--- config.mk ---
export PLATFORM = sky130hd
export DESIGN_NAME = qif_neuron_scheduler
export DESIGN_NICKNAME = d
export VERILOG_FILES = /design/src/rtl/qif_neuron_scheduler.sv
export SDC_FILE = /design/constraint.sdc
export NUM_CORES = 1
export LEC_CHECK = 0
export ABC_AREA = 0
export CAP_MARGIN = 20
export CELL_PAD_IN_SITES_DETAIL_PLACEMENT = 0
export CELL_PAD_IN_SITES_GLOBAL_PLACEMENT = 1
export CORE_MARGIN = 2
export CORE_UTILIZATION = 46
export CTS_BUF_LIST = sky130_fd_sc_hd__clkbuf_8
export CTS_CLUSTER_DIAMETER = 40
export DETAILED_ROUTE_END_ITERATION = 6
export GPL_TIMING_DRIVEN = 0
export HOLD_SLACK_MARGIN = 0.06
export PLACE_DENSITY = 0.86
export SYNTH_ARGS = -nofsm -noshare
export SYNTH_HDL_FRONTEND = slang
export SYNTH_SLANG_ARGS = --single-unit
--- constraint.sdc ---
create_clock -name clk -period 7.3 [get_ports clk]
set_input_delay 0.73 -clock clk [delete_from_list [all_inputs] [get_ports clk]]
set_output_delay 0.73 -clock clk [all_outputs]
set_load 0.05 [all_outputs]
--- src/rtl/qif_neuron_scheduler.sv ---
// qif_neuron_scheduler: time-multiplexed QIF update of N_NEURONS neurons with a valid/ready spike stream.
// Optional per-neuron refractory counters are enabled with `define QIF_REFRACTORY_EN.
module qif_neuron_scheduler #(
  parameter int N_NEURONS = 4,
  parameter int IDX_W = 2,
  parameter logic signed [7:0] VPEAK = 8'sd50,
  parameter logic signed [7:0] VRESET = -8'sd20,
  parameter int REFRACT = 2
) (
  input  logic             clk,
  input  logic             rst,
  input  logic             cur_valid,
  output logic             cur_ready,
  input  logic [IDX_W-1:0] cur_idx,
  input  logic [7:0]       cur_data,
  input  logic             step_start,
  output logic             busy,
  output logic             step_done,
  output logic             spike_valid,
  input  logic             spike_ready,
  output logic [IDX_W-1:0] spike_idx,
  input  logic [IDX_W-1:0] mon_idx,
  output logic [7:0]       mon_v
);
  if (IDX_W != $clog2(N_NEURONS) || N_NEURONS < 2 || N_NEURONS > 16 || REFRACT < 0 || REFRACT > 255) begin : g_bad_cfg
    $error("qif_neuron_scheduler: invalid parameter set");
  end
  typedef enum logic [1:0] {IDLE, UPDATE, EMIT, DONE} state_t;
  state_t state_q, state_d;
  logic [IDX_W-1:0] ptr_q, ptr_d, spike_idx_q, spike_idx_d;
  logic signed [7:0] v_q [N_NEURONS];
  logic signed [7:0] v_d [N_NEURONS];
  logic signed [7:0] b_q [N_NEURONS];
  logic signed [7:0] b_d [N_NEURONS];
  logic busy_q, busy_d, step_done_q, step_done_d, spike_valid_q, spike_valid_d, cur_ready_q, cur_ready_d;
  logic signed [7:0] v_cur, b_cur, qif;
  logic signed [15:0] v_ext;
  logic [15:0] sq;
  logic signed [11:0] sum;
  logic last, hold, fire;
`ifdef QIF_REFRACTORY_EN
  logic [7:0] rc_q [N_NEURONS];
  logic [7:0] rc_d [N_NEURONS];
  assign hold = rc_q[ptr_q] != 8'd0;
`else
  assign hold = 1'b0;
`endif
  assign v_cur = v_q[ptr_q];
  assign b_cur = b_q[ptr_q];
  assign v_ext = 16'(v_cur);
  assign sq = v_ext * v_ext;
  // 12 bits hold the worst case 127 + 31 + 1024 without wrapping
  assign sum = 12'(v_cur) + 12'(b_cur >>> 2) + 12'(sq >> 4);
  assign qif = (sum > 12'sd127) ? 8'sd127 : (sum < -12'sd128) ? -8'sd128 : sum[7:0];
  assign last = ptr_q == IDX_W'(N_NEURONS - 1);
  assign fire = !hold && (v_cur >= VPEAK);
  assign cur_ready = cur_ready_q;
  assign busy = busy_q;
  assign step_done = step_done_q;
  assign spike_valid = spike_valid_q;
  assign spike_idx = spike_idx_q;
  assign mon_v = v_q[mon_idx];
  always_comb begin
    state_d = state_q;
    ptr_d = ptr_q;
    v_d = v_q;
    b_d = b_q;
    spike_valid_d = spike_valid_q;
    spike_idx_d = spike_idx_q;
`ifdef QIF_REFRACTORY_EN
    rc_d = rc_q;
`endif
    case (state_q)
      IDLE: begin
        if (cur_valid) b_d[cur_idx] = cur_data;
        if (step_start) begin
          state_d = UPDATE;
          ptr_d = '0;
        end
      end
      UPDATE: begin
`ifdef QIF_REFRACTORY_EN
        if (hold) rc_d[ptr_q] = rc_q[ptr_q] - 8'd1;
        if (fire) rc_d[ptr_q] = 8'(REFRACT);
`endif
        if (fire) begin
          v_d[ptr_q] = VRESET;
          spike_valid_d = 1'b1;
          spike_idx_d = ptr_q;
          state_d = EMIT;
        end else begin
          if (!hold) v_d[ptr_q] = qif;
          if (last) state_d = DONE;
          else ptr_d = ptr_q + 1'b1;
        end
      end
      EMIT: begin
        if (spike_ready) begin
          spike_valid_d = 1'b0;
          state_d = last ? DONE : UPDATE;
          ptr_d = last ? ptr_q : ptr_q + 1'b1;
        end
      end
      default: state_d = IDLE;
    endcase
    busy_d = state_d != IDLE;
    cur_ready_d = state_d == IDLE;
    step_done_d = state_d == DONE;
  end
  always_ff @(posedge clk or posedge rst) begin
    if (rst) begin
      state_q <= IDLE;
      ptr_q <= '0;
      spike_idx_q <= '0;
      busy_q <= 1'b0;
      step_done_q <= 1'b0;
      spike_valid_q <= 1'b0;
      cur_ready_q <= 1'b1;
      for (int i = 0; i < N_NEURONS; i++) begin
        v_q[i] <= VRESET;
        b_q[i] <= '0;
`ifdef QIF_REFRACTORY_EN
        rc_q[i] <= '0;
`endif
      end
    end else begin
      state_q <= state_d;
      ptr_q <= ptr_d;
      spike_idx_q <= spike_idx_d;
      busy_q <= busy_d;
      step_done_q <= step_done_d;
      spike_valid_q <= spike_valid_d;
      cur_ready_q <= cur_ready_d;
      v_q <= v_d;
      b_q <= b_d;
`ifdef QIF_REFRACTORY_EN
      rc_q <= rc_d;
`endif
    end
  end
endmodule

Word-level counts from Yosys, hierarchy flattened
Cells that the tools add are included.

cells by class
  bitwise gates (word level) = 6
  $add $sub $neg = 3
  muxes and demuxes = 32
  eq/ne operators = 8
  order comparisons = 8
  reduce and logical (&&, ||, !) cells = 11
  multiply operators = 1

operator list
  operator               count
  $mux W8                10
  $bwmux W32             2
  $bmux W8 S2            3
  $demux W8 S2           2
  $mux W32               1
  $or A20 B20 Y20        1
  $mux W2                9
  $mul A8 B8 Y16         1
  $add A12 B12 Y12       1
  $and A12 B12 Y12       1
  $gt A12 B8 Y1 const B  1
  $lt A12 B8 Y1 const B  1
  $not A12 Y12           1
  $pmux W2 S3            2
  $add A8 B6 Y9          1
  $ge A3 B3 Y1 const B   3
  $not A2 Y3             3
  $ge A8 B7 Y1 const B   1
  $ne A2 B2 Y1 const B   4
  $eq A2 B2 Y1 const B   3
  $lt A3 B1 Y1 const B   2
  $logic_not A2 Y1       2
  $reduce_and A2 Y1      2
  $reduce_and A4 Y1      1
  8 further kinds        11

word-level totals
  bits in registers = 74
  input bits = 17
  word-level logic and storage cells = 84

Longest topological paths before layout
  depth in word-level cells = 11
  mapped depth = 29
  mapped depth without buffers = 27

Least setup slack after synthesis
OpenSTA, ideal clock, no wires.

  path type = register to register
  start = register ptr_q[0]
  end = register v_q[10] in the netlist's numbering
  required time = 7.220 ns
  setup slack = 0.194 ns
  arrival time = 7.026 ns
  library setup time = 0.080 ns
  period minus slack after synthesis = 7.106 ns
  stages on the path, launching flop included = 24
  path through = dfrtp_1 -> buf_6 -> buf_2 -> mux4_2 -> clkbuf_1 -> nand2_1 -> inv_1 -> fa_1 -> inv_1 -> fa_1 -> inv_1 -> fa_1 -> inv_1 -> fa_1 -> inv_1 -> ha_1 -> or4b_2 -> o211ai_1 -> a311o_1 -> ha_1 -> xor2_1 -> o41ai_1 -> a211oi_1 -> o21ai_0

between the ends
  longest elaborated chain between the ends = 11

ends and longest elaborated chain
  element                                                 RTL line  source
  start: declaration                                      30        logic [IDX_W-1:0] ptr_q, ptr_d, spike_idx_q, spike_idx_d;
  start signal: assignment                                128       ptr_q <= ptr_d;
  $not A2 Y3 (implied by the code) *                      -
  $bmux W8 S2 (on tied branches)                          48, 49
  $mux W8 (on tied branches) (2 in a row)                 48, 49
  $mul A8 B8 Y16 / $add A8 B6 Y9 (equally long branches)  51, 53
  $add A12 B12 Y12                                        53        assign sum = 12'(v_cur) + 12'(b_cur >>> 2) + 12'(sq >> 4);
  $lt A12 B8 Y1                                           54        assign qif = (sum > 12'sd127) ? 8'sd127 : (sum < -12'sd128) ? -8'sd128 : sum[7:0];
  $mux W8 (2 in a row)                                    54
  $bwmux W32                                              92        if (!hold) v_d[ptr_q] = qif;
  $mux W32 *                                              86        if (fire) begin
  end signal: assignment                                  134       v_q <= v_d;
  end: declaration                                        31        logic signed [7:0] v_q [N_NEURONS];

Mark *: on every way between the ends. The rest lies on a longest branch, timed or not. The select of a mux whose other input is x is not followed.
A chain may end at the register's enable or synchronous reset.

Final worst setup path
  start = register ptr_q[0]
  end = register v_q[6] in the netlist's numbering

The elaborated chain is that of the path after synthesis.

==> flow_summary.toml <==
[sta]
drv_slew = 0
max_freq_mhz = 141
setup-violations-final = 0
tightest_slew_ns = 1.30
relSlewSlack_pct = 13.2
fin_crit_ns = 7.12
finClkSkew_ns = 0.00676
min_period_over_period_pct = 97.5
hold_violations = 0

[critical_path]
cp.arrival_ns = 7.38
worstPathRequired_ns = 7.57
timing.critical_path.from = "ptr_q[0]"
path_max_fanout = 11
r2r.worst_path.cells = 26
cp-start-kind = "flop"
cpMaxStageDelayCell = "mux4_2"
timing_worst_setup_path_type = "flop to flop"
r2r-start = "ptr_q[0]"
regToRegSetupSlack_ns = 0.18
worst_setup_path_end_kind = "flop"
slowest_delay_ns = 0.62
worstReg2RegEnd = "v_q[6]"

[logic_synthesis]
synth_area_um2 = 6140
synth-simple-area-share_pct = 9.89
async_reset_ff_share_pct = 100
synthMuxAreaShare_pct = 13.2
ys_warn_count = 0
ys_ff_latch = 66
ys_types = 51
synth_edf_count = 0
synth-main-ff-cell = "dfrtp_1"
yosysSeqAreaShare_pct = 27.3
synth-compound-area-share_pct = 12.2
synth_adder_area_share_pct = 26.3
syn_inst = 593
synth_nets = 712
synth-xor-area-share_pct = 5.08
syn_area_per_cell_um2 = 10.3
synth_top_family_by_area = "adder cells"

[global_routing]
grt_max_degree = 43
grt_pass1_vias = 4931
grt.overflow.total = 0
grt_pass1_wl_um = 24500
antenna_found_initial = 0
track_usage_pct = 21.7

[die]
die_height_um = 120
std_cell_rows = 42
initial_core_util_pct = 46.7
io_pins = 31
dieArea_um2 = 14300
fp.coreArea_um2 = 13100
fp.dieW_um = 120

[worst_hold_path]
worstHoldStart = "v_q[30]"
whs_path_depth = 2
hold-path-endpoint = "v_q[30]"
holdCritPathClass = "flop to flop"

[cts]
clock_latency_ns = 0.35
cts.htree.levels = 3
clock-sinks = 66
cts.hold.buffers_added = 0
cts_buffers = 9
cts_tree = "yes"
cts.reportedPaths.clkPinSlew_ns = 0.07
cts-root-buf = "clkbuf_8"
cts_max_path_buffers = 2

[drt]
first_pass_iters = 5
viasPerCell = 5.48
wl_per_cell_um = 17.8
postRouteWirelength_um = 15000
drcViolationCount = 0
first_iter_violations = 227
ant_nets = 0
vias = 4623

[placement]
placed_area_um2 = 6640
port_buffers = 26
placedCellCount = 796
dp_hpwl_um = 10800
place.gp.congestion = 0.792

[final_layout]
fin_cells = 843
area_delta_synth_final_pct = 20.2
num_antenna_cells = 0
postLayoutCellArea_um2 = 7380
regArea_um2 = 1680
fill_cells = 1139
multiInputGateArea_um2 = 4270
drive_gt1_share_pct = 23.8
layout.nets = 781

[run_status]
status = "finished clean"

[flow_run]
cap_violations = 0
## area by class of cell
| cell class | count | area share (%) |
|---|---|---|
| well taps | 176 | 2.99 |
| clock buffers | 10 | 1.87 |
| plain buffers | 14 | 1.56 |
| clock inverters | 6 | 1.54 |
| multi-input cells | 435 | 57.9 |
| repair buffers | 61 | 7.58 |
| flip-flops and latches | 66 | 22.8 |
| inverters | 75 | 3.85 |
## layer usage
| layer | GRT usage [%] | wire length (µm) | vias up |
|---|---|---|---|
| met3 | 3.37 | 739 | 24 |
| li1 | - | - | 2175 |
| met2 | 38.1 | 7680 | 105 |
| met1 | 28.3 | 6310 | 2319 |
| met5 | 0 | 0 | - |
| met4 | 5.29 | 248 | 0 |
## cell usage after synthesis, types with 2 or more instances
library cell,instances,area (µm²)
inv_1,75,282
ha_1,57,713
nand2_1,57,214
o21ai_0,47,235
dfrtp_1,45,1130
fa_1,45,901
nor2_1,26,97.6
mux2_2,25,282
xnor2_1,24,210
mux4_2,23,518
a21oi_1,21,105
dfstp_2,21,552
and2_1,20,125
clkbuf_1,12,45.0
nand3_1,9,45.0
xor2_1,9,78.8
a211oi_1,8,60.1
a21o_1,8,60.1
o21bai_1,6,45.0
nand2b_1,5,31.3
a31oi_1,4,25.0
o211ai_1,4,30.0
a31o_2,3,26.3
a41o_1,3,30.0
or3_1,3,18.8
a41oi_1,2,17.5
buf_1,2,7.51
buf_2,2,10.0
buf_6,2,22.5
nand4_1,2,12.5
nor2b_1,2,12.5
nor3_1,2,10.0
## timing repair
| item | 4_1_cts | 5_1_grt |
|---|---|---|
| buffers inserted | 8 | 26 |
| cloned | 0 | 1 |
| endpoints found under the setup margin | 32 | 28 |
| gates resized for setup | 23 | 44 |
| pin swaps | 2 | 8 |
## worst max-delay path: cells and delay by family, from the launching register on
| family | cells | cell delay [ns] |
|---|---|---|
| buffers and inverters | 7 | 0.84 |
| multiplexers | 1 | 0.62 |
| AND/OR/NAND/NOR | 1 | 0.16 |
| AO/OA/AOI/OAI | 8 | 1.90 |
| adder cells (fa/ha/maj) | 6 | 2.34 |
| flip-flops | 1 | 0.41 |
| XOR/XNOR | 3 | 0.76 |
## flip-flops by register name (all words and copies together), names as in the netlist
register,count
step_done,1
busy,1
spike_valid,1
v_q,32
ptr_q,2
b_q,24
spike_idx,2
cur_ready,1
state_q,2
## worst max path at each step
| stage | end |
|---|---|
| final | v_q[6] |
| after global routing | v_q[6] |
| after CTS | v_q[27] |
| after detailed placement | v_q[27] |
| after global placement | v_q[27] |
| after floorplan | v_q[10] |
## placed cells by master (no fill, tap or decap), types with 4 or more instances in the layout
cell,n
inv_1,73
nand2_1,55
ha_1,55
dfrtp_1,44
fa_1,43
o21ai_0,32
buf_4,31
nor2_1,26
clkdlybuf4s50_1,26
mux2_2,25
mux4_2,23
xnor2_1,22
dfstp_2,21
and2_1,20
a21oi_1,15
o21ai_1,15
clkbuf_8,10
nand3_1,9
a21o_1,8
xor2_1,8
clkbuf_1,7
o21bai_1,6
a21oi_2,5
buf_6,5
nand2b_1,5
buf_12,4
a31oi_1,4
a211oi_1,4
o211ai_1,4
## metrics by stage
step                worst slack [ns]  hold slack (ns)  utilization [%]  TNS (ns)
global placement               -1.12            0.470             50.4    -31.14
finish                         0.183            0.470             56.2         0
CTS                           0.0268            0.491             53.6         0
floorplan                      0.194            0.461                -         0
detailed placement             -1.19            0.477             50.5    -32.70
global route                 -0.0885            0.488             56.2    -0.577
## cell families after synthesis
| logic type | after synthesis |
|---|---|
| adders and majority gates | 102 |
| buffers and inverters | 93 |
| AOI/OAI and AO/OA | 118 |
| xor gates and xnor gates | 34 |
| muxes | 49 |
| and+or+nand+nor | 131 |
| DFF | 66 |
Power is left out: the tool's default activity adds up to more than one toggle a clock period on the data nets, which glitch-free logic cannot reach.
